`config.mk`:
```
export PLATFORM = sky130hd
export DESIGN_NAME = hex_led_io_port_flat
export DESIGN_NICKNAME = d
export VERILOG_FILES = /design/src/rtl/hex_led_io_port_pkg.sv /design/src/rtl/hex_led_io_port_if.sv /design/src/rtl/hex_led_io_port_seg7_decode.sv /design/src/rtl/hex_led_io_port.sv /design/src/flat_wrapper.sv
export SDC_FILE = /design/constraint.sdc
export NUM_CORES = 1
export LEC_CHECK = 0
export BUFFER_PORTS_ARGS = -buffer_cell sky130_fd_sc_hd__buf_2
export CORE_ASPECT_RATIO = 0.6
export CORE_MARGIN = 10
export CORE_UTILIZATION = 55
export DETAILED_ROUTE_END_ITERATION = 16
export PLACE_DENSITY = 0.79
export SLEW_MARGIN = 20
export SYNTH_ARGS = -nofsm -noshare
export SYNTH_HDL_FRONTEND = slang
export SYNTH_SLANG_ARGS = --single-unit
```
`constraint.sdc`:
```
create_clock -name Clock -period 1.5 [get_ports Clock]
set_input_delay 0.3 -clock Clock [delete_from_list [all_inputs] [get_ports Clock]]
set_output_delay 0.3 -clock Clock [all_outputs]
set_load 0.005 [all_outputs]
```
`src/rtl/hex_led_io_port_pkg.sv`:
```
// Shared constants and types for the hex/LED output port: register offsets,
// CTRL bit positions and the all-segments-off pattern.
package hex_led_io_port_pkg;

    localparam int NUM_HEX  = 6;

    localparam int HEX0_OFS = 0;
    localparam int HEX1_OFS = 1;
    localparam int HEX2_OFS = 2;
    localparam int HEX3_OFS = 3;
    localparam int HEX4_OFS = 4;
    localparam int HEX5_OFS = 5;
    localparam int LEDR_OFS = 6;
    localparam int CTRL_OFS = 7;

    localparam int HEX_OFS [NUM_HEX] = '{HEX0_OFS, HEX1_OFS, HEX2_OFS,
                                         HEX3_OFS, HEX4_OFS, HEX5_OFS};

    localparam int CTRL_DEC   = 0;
    localparam int CTRL_BLANK = 1;
    localparam int CTRL_BLINK = 2;

    localparam logic [6:0] SEG_OFF = 7'h7F;

    // Field order matches the CTRL bit indices so the struct reads back as-is.
    typedef struct packed {
        logic blink;
        logic blank;
        logic dec;
    } ctrl_t;

endpackage

```
`src/rtl/hex_led_io_port_if.sv`:
```
// Processor-side bus of the hex/LED port: select, direction, offset, write
// data, registered read data and its one-cycle valid pulse.
interface hex_led_io_port_if #(
    parameter int DATA_W = 16,
    parameter int ADDR_W = 3
) ();

    logic              Sel;
    logic              W;
    logic [ADDR_W-1:0] Addr;
    logic [DATA_W-1:0] DOUT;
    logic [DATA_W-1:0] DIN;
    logic              RdValid;

    modport master (output Sel, W, Addr, DOUT, input DIN, RdValid);
    modport slave  (input Sel, W, Addr, DOUT, output DIN, RdValid);

endinterface

```
`src/rtl/hex_led_io_port_seg7_decode.sv`:
```
// Combinational hex digit to active-low 7-segment decoder (bit0 = a .. bit6 = g).
module seg7_decode (
    input  logic [3:0] nib,
    output logic [6:0] seg
);

    always_comb begin
        case (nib)
            4'h0: seg = 7'h40;
            4'h1: seg = 7'h79;
            4'h2: seg = 7'h24;
            4'h3: seg = 7'h30;
            4'h4: seg = 7'h19;
            4'h5: seg = 7'h12;
            4'h6: seg = 7'h02;
            4'h7: seg = 7'h78;
            4'h8: seg = 7'h00;
            4'h9: seg = 7'h10;
            4'hA: seg = 7'h08;
            4'hB: seg = 7'h03;
            4'hC: seg = 7'h46;
            4'hD: seg = 7'h21;
            4'hE: seg = 7'h06;
            default: seg = 7'h0E;
        endcase
    end

endmodule

```
`src/rtl/hex_led_io_port.sv`:
```
// Memory-mapped display/LED responder: six HEX pattern registers, LEDR and CTRL
// with read-back. Define HEX_BLINK_EN to add the CTRL.BLINK display blinker.
module hex_led_io_port
    import hex_led_io_port_pkg::*;
#(
    parameter int DATA_W    = 16,
    parameter int ADDR_W    = 3,
    parameter int BLINK_DIV = 25000000
) (
    input  logic                     Clock,
    input  logic                     Resetn,
    hex_led_io_port_if.slave         bus,
    output logic [6:0]               HEX0,
    output logic [6:0]               HEX1,
    output logic [6:0]               HEX2,
    output logic [6:0]               HEX3,
    output logic [6:0]               HEX4,
    output logic [6:0]               HEX5,
    output logic [9:0]               LEDR
);

    logic [6:0]        hex_pat [NUM_HEX];
    logic [9:0]        led_r;
    ctrl_t             ctrl;
    logic [6:0]        hex_q   [NUM_HEX];
    logic [9:0]        led_q;
    logic [6:0]        dec_seg;
    logic [6:0]        wr_pat;
    logic [DATA_W-1:0] rd_data;
    logic              wr_en;
    logic              rd_en;
    logic              ctrl_wr;
    logic              hex_off;

    assign wr_en   = bus.Sel & bus.W;
    assign rd_en   = bus.Sel & ~bus.W;
    assign ctrl_wr = wr_en && (bus.Addr == ADDR_W'(CTRL_OFS));

    seg7_decode u_seg7_decode (
        .nib (bus.DOUT[3:0]),
        .seg (dec_seg)
    );

    // Stored patterns are active-low; raw writes are inverted so a processor 1 lights a segment.
    assign wr_pat = ctrl.dec ? dec_seg : ~bus.DOUT[6:0];

    always_ff @(posedge Clock or negedge Resetn) begin
        if (!Resetn) begin
            // NOTE: the pattern array is a handful of flops whose reset value drives the pins, so every entry is reset.
            for (int i = 0; i < NUM_HEX; i++) hex_pat[i] <= SEG_OFF;
            led_r <= '0;
            ctrl  <= '0;
        end else if (wr_en) begin
            // NOTE: non-blocking assignments keep every register sampling pre-edge values, independent of statement order.
            for (int i = 0; i < NUM_HEX; i++) begin
                if (bus.Addr == ADDR_W'(HEX_OFS[i])) hex_pat[i] <= wr_pat;
            end
            if (bus.Addr == ADDR_W'(LEDR_OFS)) led_r <= bus.DOUT[9:0];
            if (ctrl_wr) begin
                ctrl.dec   <= bus.DOUT[CTRL_DEC];
                ctrl.blank <= bus.DOUT[CTRL_BLANK];
`ifdef HEX_BLINK_EN
                ctrl.blink <= bus.DOUT[CTRL_BLINK];
`else
                ctrl.blink <= 1'b0;
`endif
            end
        end
    end

    always_comb begin
        // NOTE: defaulting the output before the address compares keeps the decode from inferring latches.
        rd_data = '0;
        for (int i = 0; i < NUM_HEX; i++) begin
            if (bus.Addr == ADDR_W'(HEX_OFS[i])) rd_data[6:0] = ~hex_pat[i];
        end
        if (bus.Addr == ADDR_W'(LEDR_OFS)) rd_data[9:0] = led_r;
        if (bus.Addr == ADDR_W'(CTRL_OFS)) rd_data[2:0] = ctrl;
    end

    // DIN only moves on a read so the processor may sample it late.
    always_ff @(posedge Clock or negedge Resetn) begin
        if (!Resetn) begin
            bus.DIN     <= '0;
            bus.RdValid <= 1'b0;
        end else begin
            bus.RdValid <= rd_en;
            if (rd_en) bus.DIN <= rd_data;
        end
    end

`ifdef HEX_BLINK_EN
    localparam int CNT_W = (BLINK_DIV > 1) ? $clog2(BLINK_DIV) : 1;

    logic [CNT_W-1:0] blink_cnt;
    logic             blink_off;

    // A CTRL write with BLINK clear restarts the cadence in the visible phase.
    always_ff @(posedge Clock or negedge Resetn) begin
        if (!Resetn) begin
            blink_cnt <= '0;
            blink_off <= 1'b0;
        end else if (ctrl_wr && !bus.DOUT[CTRL_BLINK]) begin
            blink_cnt <= '0;
            blink_off <= 1'b0;
        end else if (blink_cnt == CNT_W'(BLINK_DIV - 1)) begin
            blink_cnt <= '0;
            blink_off <= ~blink_off;
        end else begin
            blink_cnt <= blink_cnt + CNT_W'(1);
        end
    end

    assign hex_off = ctrl.blank | (ctrl.blink & blink_off);
`else
    logic unused_blink_div;
    assign unused_blink_div = (BLINK_DIV > 0);
    assign hex_off          = ctrl.blank;
`endif

    generate
        if (DATA_W > 10) begin : g_unused_dout
            logic unused_dout_hi;
            assign unused_dout_hi = ^bus.DOUT[DATA_W-1:10];
        end
    endgenerate

    // Registered pin drive so blanking and register updates never glitch the displays.
    always_ff @(posedge Clock or negedge Resetn) begin
        if (!Resetn) begin
            for (int i = 0; i < NUM_HEX; i++) hex_q[i] <= SEG_OFF;
            led_q <= '0;
        end else begin
            for (int i = 0; i < NUM_HEX; i++) hex_q[i] <= hex_off ? SEG_OFF : hex_pat[i];
            led_q <= led_r;
        end
    end

    assign HEX0 = hex_q[0];
    assign HEX1 = hex_q[1];
    assign HEX2 = hex_q[2];
    assign HEX3 = hex_q[3];
    assign HEX4 = hex_q[4];
    assign HEX5 = hex_q[5];
    assign LEDR = led_q;

endmodule

```
`src/flat_wrapper.sv`:
```
// flat-port wrapper written by rule: the top's interface ports become plain ports
module hex_led_io_port_flat import hex_led_io_port_pkg::*;
#(
    parameter int DATA_W    = 16,
    parameter int ADDR_W    = 3,
    parameter int BLINK_DIV = 25000000
)
  (Clock, Resetn, HEX0, HEX1, HEX2, HEX3, HEX4, HEX5, LEDR, bus_Sel, bus_W, bus_Addr, bus_DOUT, bus_DIN, bus_RdValid);
  hex_led_io_port_if #(.DATA_W(DATA_W), .ADDR_W(ADDR_W)) bus_i ();
  input  logic Clock;
  input  logic Resetn;
  output logic [6:0] HEX0;
  output logic [6:0] HEX1;
  output logic [6:0] HEX2;
  output logic [6:0] HEX3;
  output logic [6:0] HEX4;
  output logic [6:0] HEX5;
  output logic [9:0] LEDR;
  input wire logic [$bits(bus_i.Sel)-1:0] bus_Sel;
  input wire logic [$bits(bus_i.W)-1:0] bus_W;
  input wire logic [$bits(bus_i.Addr)-1:0] bus_Addr;
  input wire logic [$bits(bus_i.DOUT)-1:0] bus_DOUT;
  output wire logic [$bits(bus_i.DIN)-1:0] bus_DIN;
  output wire logic [$bits(bus_i.RdValid)-1:0] bus_RdValid;
  assign bus_i.Sel = bus_Sel;
  assign bus_i.W = bus_W;
  assign bus_i.Addr = bus_Addr;
  assign bus_i.DOUT = bus_DOUT;
  assign bus_DIN = bus_i.DIN;
  assign bus_RdValid = bus_i.RdValid;
  hex_led_io_port #(.DATA_W(DATA_W), .ADDR_W(ADDR_W), .BLINK_DIV(BLINK_DIV)) u_core (.Clock(Clock), .Resetn(Resetn), .bus(bus_i), .HEX0(HEX0), .HEX1(HEX1), .HEX2(HEX2), .HEX3(HEX3), .HEX4(HEX4), .HEX5(HEX5), .LEDR(LEDR));
endmodule
```
==> results of run 1 <==
## registers in the layout, indices dropped and copies added, names as in the netlist
register / flops
u_core.HEX5: 7
u_core.HEX4: 7
u_core.ctrl: 1
u_core.bus.DIN: 10
u_core.LEDR: 10
u_core.led_r: 10
u_core.bus.RdValid: 1
u_core.HEX2: 7
u_core.HEX0: 7
u_core.HEX3: 7
u_core.hex_off: 1
u_core.hex_pat: 42
u_core.HEX1: 7
## worst max-delay path, stage by stage (launching register included)
cell and delay [ns]:
dfstp_2 0.55, nor2b_4 0.16, o22ai_2 0.08, a222oi_1 0.46, o21ai_1 0.13
## report_power, final
group	leakage, nW	internal, W	total, W	switching, W
Combinational	1.29	0.00115	0.00206	0.000914
Sequential	1.29	0.00452	0.00503	0.000510
Clock	0.303	0.00284	0.00421	0.00136
Total	2.88	0.00851	0.0113	0.00279
## layout by cell type (no fill, tap or decap), types with 4 or more instances in the layout
cell / n
a21oi_1: 13
dfstp_2: 84
mux2i_1: 12
nor2b_1: 5
conb_1: 6
buf_2: 78
clkbuf_16: 17
nor2_1: 14
o21ai_0: 20
dfrtp_1: 32
buf_4: 43
nand2_1: 19
o22ai_1: 4
mux2_2: 44
or2_2: 42
bufinv_16: 4
inv_1: 8
buf_12: 4
clkinv_2: 4
ha_1: 6
nand2b_1: 7
nor2_2: 5
## kinds of logic after synthesis
group                      share of synthesized area, %
and+or+nand+nor                                   12.49
DFF                                               61.54
buffers and inverters                             3.453
other                                           0.07609
muxes                                             13.81
adders and majority gates                         1.523
AOI/OAI and AO/OA                                 7.109
## area by class of cell
type	count	share of cell area [%]
clock buffer	21	7.197
clock inverter	10	2.406
tap	112	2.190
multi-input combinational	240	27.75
sequential	117	47.43
timing repair buffer	126	12.56
inverter	8	0.4694
## through the flow
stage / hold WS [ns] / cells
2_1_floorplan: 0.004409 / 391
3_3_place_gp: 0.1613 / 602
3_5_place_dp: 0.1635 / 602
4_1_cts: 0.1034 / 634
5_1_grt: 0.1129 / 634
6_report: 0.1219 / 634
## routing by layer
layer  GRT usage [%]  up-vias
met5               0        -
met4           7.373        0
met3           6.717       20
met2           28.91       87
met1           23.13     1725
li1                -     1564
## final timing paths
| kind | from | end | slack, ns | cells past startpoint |
|---|---|---|---|---|
| setup / recovery | u_core.hex_pat[11] | u_core.bus.DIN[4] | -0.008 | 4 |
| hold / removal | bus_DOUT[8] | u_core.led_r[8] | 0.12 | 2 |
| setup reg to reg | u_core.hex_pat[11] | u_core.bus.DIN[4] | -0.008 | 4 |
| hold reg to reg | u_core.led_r[0] | u_core.LEDR[0] | 0.38 | 0 |
| max in group asynchronous | Resetn | u_core.HEX3[6] | 0.64 | 3 |
| min in group asynchronous | Resetn | u_core.led_r[0] | 0.28 | 2 |
## repair_timing
item,CTS,global route
setup endpoints to repair,10,22
hold endpoints to repair,12,0
hold buffers,1,0
pin swaps,4,6
resized for setup,4,8
==> summary.md, run 1 <==
| Metric | Value |
|---|---|
| Outcome | finished, violations left |
| Violated checks | negative setup slack |
| Max_cap viols | 0 |
| Met3 Wirelength | just under 800 µm |
| Fin. Hold Viols | 0 |
| Vias in the first global route | 3602 |
| Initial DRC Count | 246 |
| Top-Level Pins | 92 |
| Pleak | 2.881 nW |
| Max VDD drop | 1.159 mV |
| FP Rows | 26 |
| WL met2 | 5747 µm |
| Final design area excluding fillers | 6397 µm² |
| GRT overflow | 0 |
| # setup viols final | 1 |
| Critical path data arrival time | about 1.8 ns |
| Worst Setup End Kind | flop |
| Initial antenna violation count | 0 |
| Setup slack at placement | -0.3500 ns |
| Tot Pwr | 0.01130 W |
| DP HPWL | approximately 8400 µm |
| Max_slew headroom | around 66% |
| Post-synth EDFFs | 0 |
| DRC Markers | 0 |
| Reg area | 3034 µm² |
| IO buf count | 79 |
| Sequential area share after synthesis | around 62% |
| Synth area leaders | dfstp_2 (45%), dfrtp_1 (17%), mux2_2 (10%), or2_2 (5.3%), mux2i_1 (2.8%) |
| First-pass GRT wire length | 19260 µm |
| Clk sinks | 117 |
| Maximum number of pins on one net before global-route repair | 55 |
| Total Routed Length | around 12000 µm |
| Mapped Cells | slightly below 400 |
| Clk_skew | 0.005590 ns |
| CTS tree | yes |
| Core Area | ~8600 µm² |
| Fraction of layout cells with a size suffix above 1 | 64.75% |
| CP Class | reg2reg |
| Die Area | 13270 µm² |
| Ys flop type | dfstp_2 |
| CP required | 1.77 ns |
| Setup ws final | -0.007938 ns |
| Die Width | around 140 µm |
| Vert. Die Dim | just over 90 µm |
| Fill count | 541 |
| Placed cell area | 5741 µm² |
| Final worst path period share | 100.5% |
| Reg clk slew, reported paths | 0.05 ns |
| Startpoint Class | flop |
| Most frequent cells after synthesis | dfstp_2 (84), mux2_2 (44), or2_2 (42) |
| Antenna diodes | 0 |
| Postcts setup bufs | 0 |
| Gpl congestion | roughly 0.87 |
| Initial DRT Pass Iterations | 4 |
| Wirelength per Cell | 18.79 µm |
| Max Used Layer | met4 |
| Unrepaired setup endpoints after global routing | yes |
| Yosys Warn Count | 0 |
| GR Util All Layers | 18.55% |
| Multi-input logic area | ~1800 µm² |
| Root Buffer | clkbuf_16 |
| Max-slew violation count | 0 |
| Setup TNS Final | -0.007938 ns |
| Layout Utilization | 74.21% |
| Final Net Count | 539 |
| Top-count cell post-synth | dfstp_2 |
| Area delta synth->final | 29.80% |
| H-tree Lvls | 4 |
| Minimum clock period | 1.508 ns |
| Post-synth top area share | ~45% |
| FFs w/ async S/R, synth | 100.0% |
| Clock Tree Buf Depth | 2 |
| Antenna Nets Post-Route | 0 |
| Area leader, netlist | dfstp_2 |
| Mapped Area | 4928 µm² |
| Num CTS Buffers | 17 |
| Worst Tran Pin Value | 0.5013 ns |
| Power density over cell area | 1766 nW/µm² |
| Min-delay worst type | in2reg |
| Netlist cell types | 39 |
| Worst-path fanout max | 3 |
| Synth Register Bits | 117 |
| Starting density of the core | 57.17% |
| Latest clock arrival within the worst-skew pair | roughly 0.41 ns |
| Fmax | 663.2 MHz |
| Vias per cell | 5.356 |
| Synth Area per Inst | roughly 13 µm² |
| Via Count | between 3000 and 4000 |
| Met1 Wirelength | 5210 µm |
(Power assumes the default switching activity.)
==> run 2: changes to the inputs <==
REMOVE_ABC_BUFFERS = 1   (was not set)
==> run 2 against run 1 <==
Effect of this change: the run still ends with negative setup slack left; clock skew fell by 0.00097 ns; non-clock buffer count grew 6; core utilization rose by 0.19 points; clock-buffer cell count up 2; sequential power is essentially flat; combinational power about the same; flip-flop and latch count did not move; critical endpoint unchanged; hold slack better by 0.0025 ns; critical path depth did not move; cell count grew 1.1%.
==> summary.md, run 2 (synthesis results as in run 1) <==
| Metric | Value |
|---|---|
| Fraction of layout cells with a size suffix above 1 | 64.46% (was 64.75%) |
| Worst path cell trace | nor2b_1 -> o22ai_1 -> a222oi_1 -> o21ai_0 (was nor2b_4 -> o22ai_2 -> a222oi_1 -> o21ai_1) |
| H-tree Lvls | 4 (unchanged) |
| Minimum clock period | 1.514 ns (was 1.508 ns) |
| Origin of the critical flop-to-flop path | u_core.hex_pat[11] (unchanged) |
| Fmax | 660.7 MHz (was 663.2 MHz) |
| Area delta synth->final | 30.13% (was 29.80%) |
| Max VDD drop | 1.210 mV (was 1.159 mV) |
| Starting density of the core | 57.17% (unchanged) |
| Setup ws final | -0.01353 ns (was -0.007938 ns) |
| Reg clk slew, reported paths | 0.05 ns (about the same) |
| CP Class | reg2reg (unchanged) |
| DRC Markers | 0 (unchanged) |
| Startpoint Class | flop (unchanged) |
| Latest clock arrival within the worst-skew pair | 0.41 ns (about the same) |
| Clk sinks | 117 (unchanged) |
| GR Util All Layers | 19.22% (was 18.55%) |
| Biggest register | u_core.hex_pat (unchanged) |
| Core Area | 8621 µm² (unchanged) |
| Commonest cells after routing, fill and taps aside | dfstp_2 (84), buf_2 (78), buf_4 (49) (was dfstp_2 (84), buf_2 (78), mux2_2 (44)) |
| Power density over cell area | 1739 nW/µm² (was 1766 nW/µm²) |
| Worst Tran Pin Value | 0.5539 ns (was 0.5013 ns) |
| Vert. Die Dim | 93.33 µm (unchanged) |
| Min-delay worst type | in2reg (unchanged) |
| Antenna diodes | 0 (unchanged) |
| Vias per cell | 5.406 (was 5.356) |
| Crit path buf inv count | 0 (unchanged) |
| Reg-to-Reg End | u_core.bus.DIN[4] (unchanged) |
| Flop2flop setup slack | -0.01 ns (was -0.008 ns) |
| R2r worst-path depth | 4 (unchanged) |
| Final Net Count | 545 (was 539) |
| Antenna Nets Post-Route | 0 (unchanged) |
| CP top delay family | compound AO/OA/AOI/OAI gates (unchanged) |
| Die Area | 13270 µm² (unchanged) |
| Setup TNS Final | -0.01353 ns (was -0.007938 ns) |
| Max-slew violation count | 0 (unchanged) |
| Crit-path max cell delay | 0.53 ns (was 0.55 ns) |
| IO buf count | 79 (unchanged) |
| Final worst path period share | 100.9% (was 100.5%) |
| Max_slew headroom | 62.12% (was 65.62%) |
| Postcts setup bufs | 0 (unchanged) |
| First-pass GRT wire length | 19720 µm (was 19260 µm) |
| Num CTS Buffers | 17 (unchanged) |
| Die Width | 142.2 µm (unchanged) |
| Placed insts | 608 (was 602) |
| Initial DRC Count | 296 (was 246) |
| Fill count | 555 (was 541) |
| Total Routed Length | 12260 µm (was 11910 µm) |
| Violated checks | negative setup slack (unchanged) |
| Slowest CP cell | dfstp_2 (unchanged) |
| CP required | 1.77 ns (about the same) |
| Worst Hold Launch | bus_DOUT[7] (was bus_DOUT[8]) |
| Number of cells in the finished layout apart from fillers | 641 (was 634) |
| GRT overflow | 0 (unchanged) |
| Hold Path End | u_core.led_r[7] (was u_core.led_r[8]) |
| Initial DRT Pass Iterations | 5 (was 4) |
| Gpl congestion | 0.8784 (was 0.8679) |
| Final Hold Slack | 0.1244 ns (was 0.1219 ns) |
| FP Rows | 26 (unchanged) |
| Critical path data arrival time | 1.78 ns (about the same) |
| Clock Tree Buf Depth | 2 (unchanged) |
| Worst-path fanout max | 3 (unchanged) |
| Initial antenna violation count | 0 (unchanged) |
| # setup viols final | 1 (unchanged) |
| Hold-critical path depth | 2 (unchanged) |
| Vias in the first global route | 3616 (was 3602) |
| Outcome | finished, violations left (unchanged) |
| Via Count | 3465 (was 3396) |
| Worst Setup End Kind | flop (unchanged) |
| Fin. Hold Viols | 0 (unchanged) |
| Max_cap viols | 0 (unchanged) |
| Pleak | 2.894 nW (was 2.881 nW) |
| Top-Level Pins | 92 (unchanged) |
| Max reg flops | 42 (unchanged) |
| Clk_skew | 0.004620 ns (was 0.005590 ns) |
| Maximum number of pins on one net before global-route repair | 55 (unchanged) |
| Most common cell after layout, fill and taps aside | dfstp_2 (unchanged) |
| Root Buffer | clkbuf_16 (unchanged) |
| CTS tree | yes (unchanged) |
| DP HPWL | 8682 µm (was 8445 µm) |
| Wirelength per Cell | 19.12 µm (was 18.79 µm) |
| Critical path launch point | u_core.hex_pat[11] (unchanged) |
==> run 2: worst register-to-register path: stages, from the launching register on <==
cell and delay, ns:
dfstp_2 0.53, nor2b_1 0.13, o22ai_1 0.09, a222oi_1 0.46
o21ai_0 0.16
==> run 2: how the worst max path moves through the flow <==
stage,slack [ns],to,cells past startpoint
final,-0.01,u_core.bus.DIN[4],4
after global routing,-0.03,u_core.hex_pat[25],7
after CTS,0.004,u_core.bus.DIN[4],4
after detailed placement,-0.31,u_core.hex_pat[4],8
after global placement,-0.21,u_core.hex_pat[25],7
after floorplan,0.02,u_core.led_r[2],3
==> run 2: cell type report <==
cell class / instances / area, µm² / area share [%]
repair buffers: 132 / 848.3 / 13.23
flip-flops and latches: 117 / 3034 / 47.31
clock inverters: 9 / 125.1 / 1.951
inverters: 8 / 30.03 / 0.4682
well taps: 112 / 140.1 / 2.185
multi-input cells: 240 / 1758 / 27.41
clock buffers: 23 / 478.0 / 7.452
==> run 2: stage by stage <==
stage	util (%)	area (µm²)	worst slack, ns	total power, W
floorplan	-	4807	0.01956	0.005972
global placement	67.11	5786	-0.2118	0.006979
detailed placement	67.11	5786	-0.3109	0.007104
CTS	74.22	6399	0.004127	0.01123
global route	74.40	6414	-0.03166	0.01169
finish	74.40	6414	-0.01353	0.01116
==> run 2: what timing repair did <==
action / 4_1_cts / 5_1_grt
hold buffers: 1 / 0
resized for setup: 0 / 5
endpoints found under the hold margin: 1 / 0
setup endpoints to repair: 1 / 20
pin swaps: 1 / 2
==> run 2: per-layer routing <==
layer,track usage (%),share of wire [%],up-vias,routed length [µm]
li1,-,-,1591,-
met1,25.50,46,1734,5589
met2,28.14,46,122,5601
met3,6.970,6.9,18,846
met4,7.542,1.8,0,222
met5,0,0,-,0
==> run 2: where the power goes <==
part | total, W | switching, W | leakage (nW) | internal, W
registers | 0.00502 | 0.000498 | 1.29 | 0.00452
logic | 0.00208 | 0.000944 | 1.31 | 0.00114
clock network | 0.00405 | 0.00133 | 0.293 | 0.00273
